### config.mk
export PLATFORM = sky130hd
export DESIGN_NAME = cordic_iter_engine
export DESIGN_NICKNAME = d
export VERILOG_FILES = /design/src/rtl/cordic_iter_engine.sv
export SDC_FILE = /design/constraint.sdc
export NUM_CORES = 1
export LEC_CHECK = 0
export CORE_ASPECT_RATIO = 1.2
export CORE_MARGIN = 3
export CORE_UTILIZATION = 40
export CTS_CLUSTER_DIAMETER = 40
export CTS_CLUSTER_SIZE = 30
export DETAILED_ROUTE_END_ITERATION = 8
export PLACE_DENSITY_LB_ADDON = 0.12
export SLEW_MARGIN = 25
export SYNTH_ARGS = -nofsm -noshare
export SYNTH_HDL_FRONTEND = slang
export SYNTH_SLANG_ARGS = --single-unit
### constraint.sdc
create_clock -name clk -period 14.5 [get_ports clk]
set_input_delay 2.9 -clock clk [delete_from_list [all_inputs] [get_ports clk]]
set_output_delay 2.9 -clock clk [all_outputs]
set_load 0.05 [all_outputs]
### src/rtl/cordic_iter_engine.sv
// Iterative CORDIC engine: one micro-rotation per clock, valid/ready in and out.
// Rotation (mode=0) drives z toward 0; vectoring (mode=1) drives y toward 0.
module cordic_iter_engine #(
  parameter int unsigned WIDTH = 16,
  parameter int unsigned ITER  = 11
) (
  input  logic                    clk,
  input  logic                    reset,
  input  logic                    in_valid,
  output logic                    in_ready,
  input  logic                    mode,
  input  logic signed [WIDTH-1:0] x_in,
  input  logic signed [WIDTH-1:0] y_in,
  input  logic signed [WIDTH-1:0] z_in,
  output logic                    out_valid,
  input  logic                    out_ready,
  output logic signed [WIDTH-1:0] x_out,
  output logic signed [WIDTH-1:0] y_out,
  output logic signed [WIDTH-1:0] z_out,
  output logic                    busy,
  output logic [3:0]              iter_idx
);

  localparam int unsigned IW = WIDTH + 2;
  localparam logic signed [IW-1:0] SAT_MAX = IW'((1 << (WIDTH - 1)) - 1);
  localparam logic signed [IW-1:0] SAT_MIN = IW'(-(1 << (WIDTH - 1)));
  localparam logic [3:0] LAST_IDX = 4'(ITER - 1);

  typedef enum logic [1:0] {S_IDLE, S_ITER, S_DONE} state_t;

  state_t state, state_next;
  logic signed [IW-1:0] x_q, y_q, z_q, x_d, y_d, z_d;
  logic                 mode_q, mode_d;
  logic [3:0]           idx_d;
  logic                 in_ready_d, out_valid_d, busy_d;
  logic signed [WIDTH-1:0] x_out_d, y_out_d, z_out_d;

  logic signed [IW-1:0] x_sh, y_sh, atan_i, x_rot, y_rot, z_rot;
  logic                 dir_pos;

  // arctan(2^-i) in Q2.13; the last two entries round to zero
  function automatic logic signed [IW-1:0] atan_lut(input logic [3:0] i);
    case (i)
      4'd0:    atan_lut = IW'(6434);
      4'd1:    atan_lut = IW'(3798);
      4'd2:    atan_lut = IW'(2007);
      4'd3:    atan_lut = IW'(1019);
      4'd4:    atan_lut = IW'(511);
      4'd5:    atan_lut = IW'(256);
      4'd6:    atan_lut = IW'(128);
      4'd7:    atan_lut = IW'(64);
      4'd8:    atan_lut = IW'(32);
      4'd9:    atan_lut = IW'(16);
      4'd10:   atan_lut = IW'(8);
      4'd11:   atan_lut = IW'(4);
      4'd12:   atan_lut = IW'(2);
      4'd13:   atan_lut = IW'(1);
      default: atan_lut = '0;
    endcase
  endfunction

  function automatic logic signed [WIDTH-1:0] sat(input logic signed [IW-1:0] v);
    if (v > SAT_MAX)      sat = SAT_MAX[WIDTH-1:0];
    else if (v < SAT_MIN) sat = SAT_MIN[WIDTH-1:0];
    else                  sat = v[WIDTH-1:0];
  endfunction

  // One micro-rotation from the current (pre-update) register values
  always_comb begin
    x_sh    = x_q >>> iter_idx;
    y_sh    = y_q >>> iter_idx;
    atan_i  = atan_lut(iter_idx);
    dir_pos = mode_q ? y_q[IW-1] : ~z_q[IW-1];
    x_rot   = dir_pos ? (x_q - y_sh)   : (x_q + y_sh);
    y_rot   = dir_pos ? (y_q + x_sh)   : (y_q - x_sh);
    z_rot   = dir_pos ? (z_q - atan_i) : (z_q + atan_i);
  end

  always_comb begin
    state_next  = state;
    x_d         = x_q;
    y_d         = y_q;
    z_d         = z_q;
    mode_d      = mode_q;
    idx_d       = iter_idx;
    in_ready_d  = in_ready;
    out_valid_d = out_valid;
    busy_d      = busy;
    x_out_d     = x_out;
    y_out_d     = y_out;
    z_out_d     = z_out;
    case (state)
      S_IDLE: begin
        if (in_valid && in_ready) begin
          x_d        = IW'(x_in);
          y_d        = IW'(y_in);
          z_d        = IW'(z_in);
          mode_d     = mode;
          idx_d      = 4'd0;
          in_ready_d = 1'b0;
          busy_d     = 1'b1;
          state_next = S_ITER;
        end
      end
      S_ITER: begin
        x_d = x_rot;
        y_d = y_rot;
        z_d = z_rot;
        if (iter_idx == LAST_IDX) begin
          idx_d       = 4'd0;
          out_valid_d = 1'b1;
          x_out_d     = sat(x_rot);
          y_out_d     = sat(y_rot);
          z_out_d     = sat(z_rot);
          state_next  = S_DONE;
        end else begin
          idx_d = iter_idx + 4'd1;
        end
      end
      S_DONE: begin
        if (out_ready) begin
          out_valid_d = 1'b0;
          busy_d      = 1'b0;
          in_ready_d  = 1'b1;
          state_next  = S_IDLE;
        end
      end
      default: begin
        out_valid_d = 1'b0;
        busy_d      = 1'b0;
        in_ready_d  = 1'b1;
        idx_d       = 4'd0;
        state_next  = S_IDLE;
      end
    endcase
  end

  always_ff @(posedge clk) begin
    if (reset) begin
      state     <= S_IDLE;
      x_q       <= '0;
      y_q       <= '0;
      z_q       <= '0;
      mode_q    <= 1'b0;
      iter_idx  <= 4'd0;
      in_ready  <= 1'b1;
      out_valid <= 1'b0;
      busy      <= 1'b0;
      x_out     <= '0;
      y_out     <= '0;
      z_out     <= '0;
    end else begin
      state     <= state_next;
      x_q       <= x_d;
      y_q       <= y_d;
      z_q       <= z_d;
      mode_q    <= mode_d;
      iter_idx  <= idx_d;
      in_ready  <= in_ready_d;
      out_valid <= out_valid_d;
      busy      <= busy_d;
      x_out     <= x_out_d;
      y_out     <= y_out_d;
      z_out     <= z_out_d;
    end
  end

endmodule

==> results.json <==
{
  "relSlewSlack_pct": 39.1,
  "cp.required_ns": 14.86,
  "finalCritPeriodShare_pct": 43.4,
  "postRouteAntennaNets": 0,
  "synth.area.top_cells": "dfxtp_1, mux4_2, ha_1",
  "syn_area_um2": 10400,
  "antenna_found_initial": 0,
  "post_cts_buffers": 0,
  "finalPower_mw": 2.14,
  "cellPowerDensity_nw_per_um2": 174,
  "fin_tns_setup_ns": 0,
  "cp_slowest_cell": "a31oi_2",
  "hp-start": "z_out[15]",
  "mostFrequentLayoutCell": "nor2_1",
  "hpwl_mm": 23.5,
  "fp.dieW_um": 153,
  "regToRegSetupSlack_ns": 8.21,
  "first_iter_violations": 670,
  "cp.arrival_ns": 6.65,
  "path_cells": "buf_4 > mux2_2 > mux4_2 > or4_1 > a222oi_1 > nor2b_1 > a21oi_1 > xnor2_1 > ha_1 > and4_1 > a21oi_1 > a41oi_1 > o21a_1 > a211o_1 > a21o_1 > a31oi_2 > a221o_1",
  "peakVddDrop_v": 0.0000954,
  "p_leak_nw": 4.67,
  "status": "finished clean",
  "tightestPinTransition_ns": 0.913,
  "cts_tree": "done",
  "synthFlopType": "dfxtp_1",
  "yosys_warnings": 0,
  "drt_pass1_iterations": 6,
  "dp.cells": 1619,
  "place_congestion": 0.870,
  "hold_end": "z_out[15]",
  "cts-root-buf": "clkbuf_16",
  "drv_cap": 0,
  "numPortBuffers": 107,
  "slew_viol_final": 0,
  "ff2ff_path_depth": 17,
  "crit_type": "reg -> reg",
  "drc": 0,
  "synth_edf_count": 0,
  "period_minus_slack_ns": 6.29,
  "yosysUniqueCellTypes": 79,
  "ctsResizeCount": 0,
  "reg2reg_to": "y_out[11]",
  "r2r_start": "iter_idx[3]",
  "cts_buffers": 17,
  "hold_violations": 0,
  "synth_cells": 1245,
  "fin_skew_ns": 0.00951,
  "startpoint": "iter_idx[3]",
  "cpMostUsedCell": "a21oi_1",
  "die_h_um": 183,
  "die_area_um2": 28000,
  "grt_pass1_vias": 9412,
  "rows": 64,
  "ys_async_sr_fraction_pct": 0,
  "netlist.area_leader.share_pct": 24.0,
  "drive_gt1_share_pct": 8.78,
  "pin_count": 108,
  "area_growth_pct": 18.3,
  "final_cell_mix": "nor2_1, dfxtp_1, clkdlybuf4s50_1, nand2_1, a21oi_1",
  "synth_nets": 1362,
  "fin_nets": 1425,
  "coreArea_um2": 25500,
  "endpoint_kind": "register",
  "grt_max_degree": 78,
  "cts_max_level": 4,
  "synth-seq-cells": 125,
  "critPathMaxStageDelay_ns": 0.69,
  "cts_hold_buf": 0,
  "setup_viol_count_final": 0,
  "via_count": 9859,
  "clkLatencyLatePin_ns": 0.42,
  "wl_mm": 32.1,
  "yosys.area.top_type": "dfxtp_1",
  "rsz0062_at_grt": "no",
  "fin_util_pct": 48.2,
  "hold_class": "reg -> reg",
  "fin_cells": 1652,
  "grtUsageTotal_pct": 22.4,
  "avgSynthCellArea_um2": 8.37,
  "cts.path.max_buffers": 2,
  "cts.sinks": 125,
  "cp-start-kind": "register",
  "ys_seq_area_share_pct": 24.0,
  "finalWorstSetupSlack_ns": 8.21,
  "start_util_pct": 40.8,
  "via_per_inst": 5.97,
  "path_max_fanout": 52,
  "post-place-ws_ns": 8.23,
  "min_path_cells": 2,
  "grt_pass1_wl_mm": 51.5,
  "gr-total-overflow": 0,
  "path_clk_slew_ns": 0.06,
  "timing.fmax_ghz": 0.159,
  "wl_per_cell_um": 19.4
}
[synthesized netlist by cell type (15+ instances only)]
cell / instances
a211oi_1: 56
a21oi_1: 76
a221o_1: 29
clkbuf_1: 56
dfxtp_1: 125
ha_1: 61
inv_1: 38
mux2i_1: 51
mux4_2: 36
nand2_1: 102
nand2b_1: 18
nand3_1: 18
nor2_1: 140
nor2b_1: 15
nor3_1: 18
o21a_1: 18
o21ai_0: 70
o31ai_1: 15
xnor2_1: 45
xor2_1: 37
[per-layer routing]
layer  part of all wire (%)  vias up  wire length [um]  GRT usage [%]
li1                       -     4788                 -              -
met1                     45     4660             14400           30.0
met2                     46      351             14700           36.5
met3                    6.5       60              2080           4.11
met4                    2.8        0               904           7.63
met5                      0        -                 0              0
[where the power goes]
group / internal, mW / leakage [nW] / total, mW / switching, mW
Clock: 0.278 / 0.306 / 0.470 / 0.193
Combinational: 0.487 / 3.34 / 1.22 / 0.737
Sequential: 0.380 / 1.02 / 0.450 / 0.0692
[cells by family (layout without fill, tap and decap cells)]
family / Yosys count / in the layout / synth area share [%]
AO/OA/AOI/OAI: 384 / 384 / 25.5
AND/OR/NAND/NOR: 374 / 374 / 16.8
flip-flops: 125 / 125 / 24.0
buffers and inverters: 115 / 191 / 4.49
multiplexers: 100 / 100 / 14.2
XOR/XNOR: 83 / 83 / 7.11
adder cells (fa/ha/maj): 64 / 64 / 7.90
other: 0 / 1 / 0
[state kept, by name, summed over array words and instances, names as in the netlist, 2 cells and up]
register	cells
z_q	18
y_q	18
x_out	16
z_out	16
x_q	18
iter_idx	4
atan_i	13
y_out	16
state	2
[metrics by stage]
step                instance area (um^2)  hold WS [ns]
floorplan                          10400         0.441
global placement                   11700         0.464
detailed placement                 11700         0.470
CTS                                12300         0.479
global route                       12300         0.495
finish                             12300         0.468
[worst max-delay path: cells and delay by family, from the launching register on]
family / cells / cell delay (ns)
xor gates and xnor gates: 1 / 0.17
AOI/OAI and AO/OA: 9 / 2.99
adders and majority gates: 1 / 0.37
muxes: 2 / 0.91
DFF: 1 / 0.31
and+or+nand+nor: 3 / 0.97
buffers and inverters: 1 / 0.48
[worst max-delay path by stage]
| stage | endpoint | depth (start not counted) |
|---|---|---|
| final | y_out[11] | 17 |
| after global routing | y_out[11] | 21 |
| after CTS | x_out[3] | 18 |
| after detailed placement | x_out[10] | 19 |
| after global placement | y_out[2] | 17 |
| after floorplan | x_out[13] | 21 |
[layout make-up]
cell class              count  area (um^2)
diodes                      1         2.50
clock buffers              17          425
clock inverters            15          203
fillers                  2514        13200
inverters                  39          146
multi-input cells        1005         7460
flip-flops and latches    125         2510
well taps                 330          413
repair buffers            120         1160
Note: power is estimated with default switching activity, not from simulation.
==> variant (same settings) <==
Encoding of `state_t`: now one-hot (3 bits for 3 states).
--- a/src/rtl/cordic_iter_engine.sv
+++ b/src/rtl/cordic_iter_engine.sv
@@ -26,7 +26,7 @@
   localparam logic signed [IW-1:0] SAT_MIN = IW'(-(1 << (WIDTH - 1)));
   localparam logic [3:0] LAST_IDX = 4'(ITER - 1);
 
-  typedef enum logic [1:0] {S_IDLE, S_ITER, S_DONE} state_t;
+  typedef enum logic [2:0] {S_IDLE = 3'b001, S_ITER = 3'b010, S_DONE = 3'b100} state_t;
 
   state_t state, state_next;
   logic signed [IW-1:0] x_q, y_q, z_q, x_d, y_d, z_d;
Behaviour: same outputs for any inputs over 10 cycles, from zero or initial values and one cycle with reset high; not proved beyond that.
==> variant against the unedited design <==
Non-clock buffer count increased by 2; total power shrank 32%; setup slack got worse by 0.21 ns; first-iteration DRC count rose by 52%; combinational power down 48%; count of clock-buffer cells in the layout up 5; routed wire length increased by 9.5%; utilization barely moved; sequential share of layout area decreased by 0.12 points; cell area grew 1.3%; sequential cell count up 1; synthesized area increased by 2.4%.
==> variant: results (changes against the unedited design) <==
* Slowest stage delay, CP at 0.76 ns (was 0.69 ns)
* Largest net degree at the start of global routing at 75 (was 78)
* Min-Delay Path Class: reg -> reg (unchanged)
* Post-synth top cells: 234 x nor2_1, 129 x nand2_1, 126 x dfxtp_1, 72 x a21oi_1, 67 x o21ai_0 (was 140 x nor2_1, 125 x dfxtp_1, 102 x nand2_1, 76 x a21oi_1, 70 x o21ai_0)
* Routed wire length at 35.2 mm (was 32.1 mm)
* Clk slew on worst S/H paths at 0.06 ns (about the same)
* Detailed Routing Iterations Pass 1 at 7 (was 6)
* Antenna violations before repair at 0 (unchanged)
* Filler cell count at 2553 (was 2514)
* Number of global-route vias before repair at 10100 (was 9412)
* GR Util All Layers at 24.2% (was 22.4%)
* First DRT Iteration DRCs at 1019 (was 670)
* Main synth FF type: dfxtp_1 (unchanged)
* Dpl hpwl at 25.5 mm (was 23.5 mm)
* Leakage Power at 0.00484 uW (was 0.00467 uW)
* Crit path DAT at 6.78 ns (was 6.65 ns)
* Max Cap Violations at 0 (unchanged)
* Skew final at 0.0100 ns (was 0.00951 ns)
* Slew margin rel. at 30.4% (was 39.1%)
* Final Max Slew Viols at 0 (unchanged)
* Sequential fraction of the synthesis area at 23.7% (was 24.0%)
* Critical path's top delay family: compound AO/OA/AOI/OAI gates (unchanged)
* Post-Synth Adder-Cell Area at 7.72% (was 7.90%)
* Setup crit start: iter_idx[0] (was iter_idx[3])
* Max clock buf depth at 2 (unchanged)
* Distinct cells, synth at 74 (was 79)
* H-tree depth at 4 (unchanged)
* Root buf cell: clkbuf_16 (unchanged)
* Top Registers: x_q: 18 flops, y_q: 18 flops, z_q: 18 flops (unchanged)
* Fraction of registers with async set or reset after synthesis at 0% (unchanged)
* Peak supply drop at 76.7 uV (was 95.4 uV)
* Antenna Cells at 0 (was 1)
* Xor and xnor area share after synthesis at 7.15% (was 7.11%)
* First-pass GRT wire length at 55.4 mm (was 51.5 mm)
* Synth top area cells: dfxtp_1 24%, nor2_1 8.2%, ha_1 7.2% (was dfxtp_1 24%, mux4_2 7.8%, ha_1 7.3%)
* Crit Path Max Fanout at 60 (was 52)
* Mux cell area share after synthesis at 9.35% (was 14.2%)
* Ys Warns at 0 (unchanged)
* Setup Fix Bufs, Post-CTS at 0 (unchanged)
* Post-CTS sizing at 0 (unchanged)
* Status: complete, no violations (unchanged)
* Clk Latency, worst-skew pair at 0.43 ns
* GRT Residual Overflow at 0 (unchanged)
* R2r setup slk at 7.99 ns (was 8.21 ns)
* Layout cells sized above 1 at 8.97% (was 8.78%)
* RePlAce Congestion at 0.921 (was 0.870)
* Vias per cell at 5.95 (was 5.97)
* Compound-Gate Fraction of Synth Area at 25.6% (was 25.5%)
* Syn_nets at 1490 (was 1362)
* Slowest CP cell: a21oi_2 (was a31oi_2)
* IO buf count at 107 (unchanged)
==> variant: tightest hold or removal path: stages (launching register included) <==
cell	delay (ns)
dfxtp_1	0.31
nand2_1	0.05
a21oi_1	0.05
==> variant: per-layer routing <==
layer | share of wire, % | wire length, um | track usage, %
met3 | 5.1 | 1780 | 3.95
met5 | 0 | 0 | 0
met4 | 2.7 | 961 | 8.23
met2 | 47 | 16400 | 40.4
met1 | 45 | 16000 | 31.9
==> variant: kinds of logic after synthesis <==
logic type / count (synthesis)
AOI/OAI and AO/OA: 378
xor gates and xnor gates: 87
adders and majority gates: 64
buffers and inverters: 124
DFF: 126
muxes: 74
and+or+nand+nor: 520
==> variant: path summary, 6_finish.rpt <==
path | cells after the start | endpoint
setup / recovery | 20 | y_out[2]
hold / removal | 2 | z_out[15]
setup reg to reg | 20 | y_out[2]
hold reg to reg | 2 | z_out[15]
==> variant: cell type report <==
cell class | instances | area share (%)
Multi-Input combinational cell | 1123 | 61.5
Clock inverter | 10 | 0.702
Clock buffer | 22 | 3.80
Inverter | 35 | 1.05
Tap cell | 330 | 3.31
Sequential cell | 126 | 20.2
Timing Repair Buffer | 122 | 9.46
==> variant: power by group <==
part           internal, uW  leakage (uW)  switching (uW)
combinational           250       0.00354             386
clock                   249      0.000276             174
sequential              364       0.00103            31.1
total                   862       0.00484             591
==> variant: stage by stage <==
stage / instance area [um2] / setup slack [ns] / instances / total power, uW / hold WS, ns
2_1_floorplan: 10700 / 8.62 / 1373 / 859 / 0.464
3_3_place_gp: 11900 / 8.11 / 1736 / 1030 / 0.454
3_5_place_dp: 11900 / 8.06 / 1736 / 1030 / 0.453
4_1_cts: 12500 / 8.01 / 1768 / 1450 / 0.464
5_1_grt: 12500 / 7.43 / 1768 / 1540 / 0.492
6_report: 12500 / 7.99 / 1768 / 1450 / 0.460
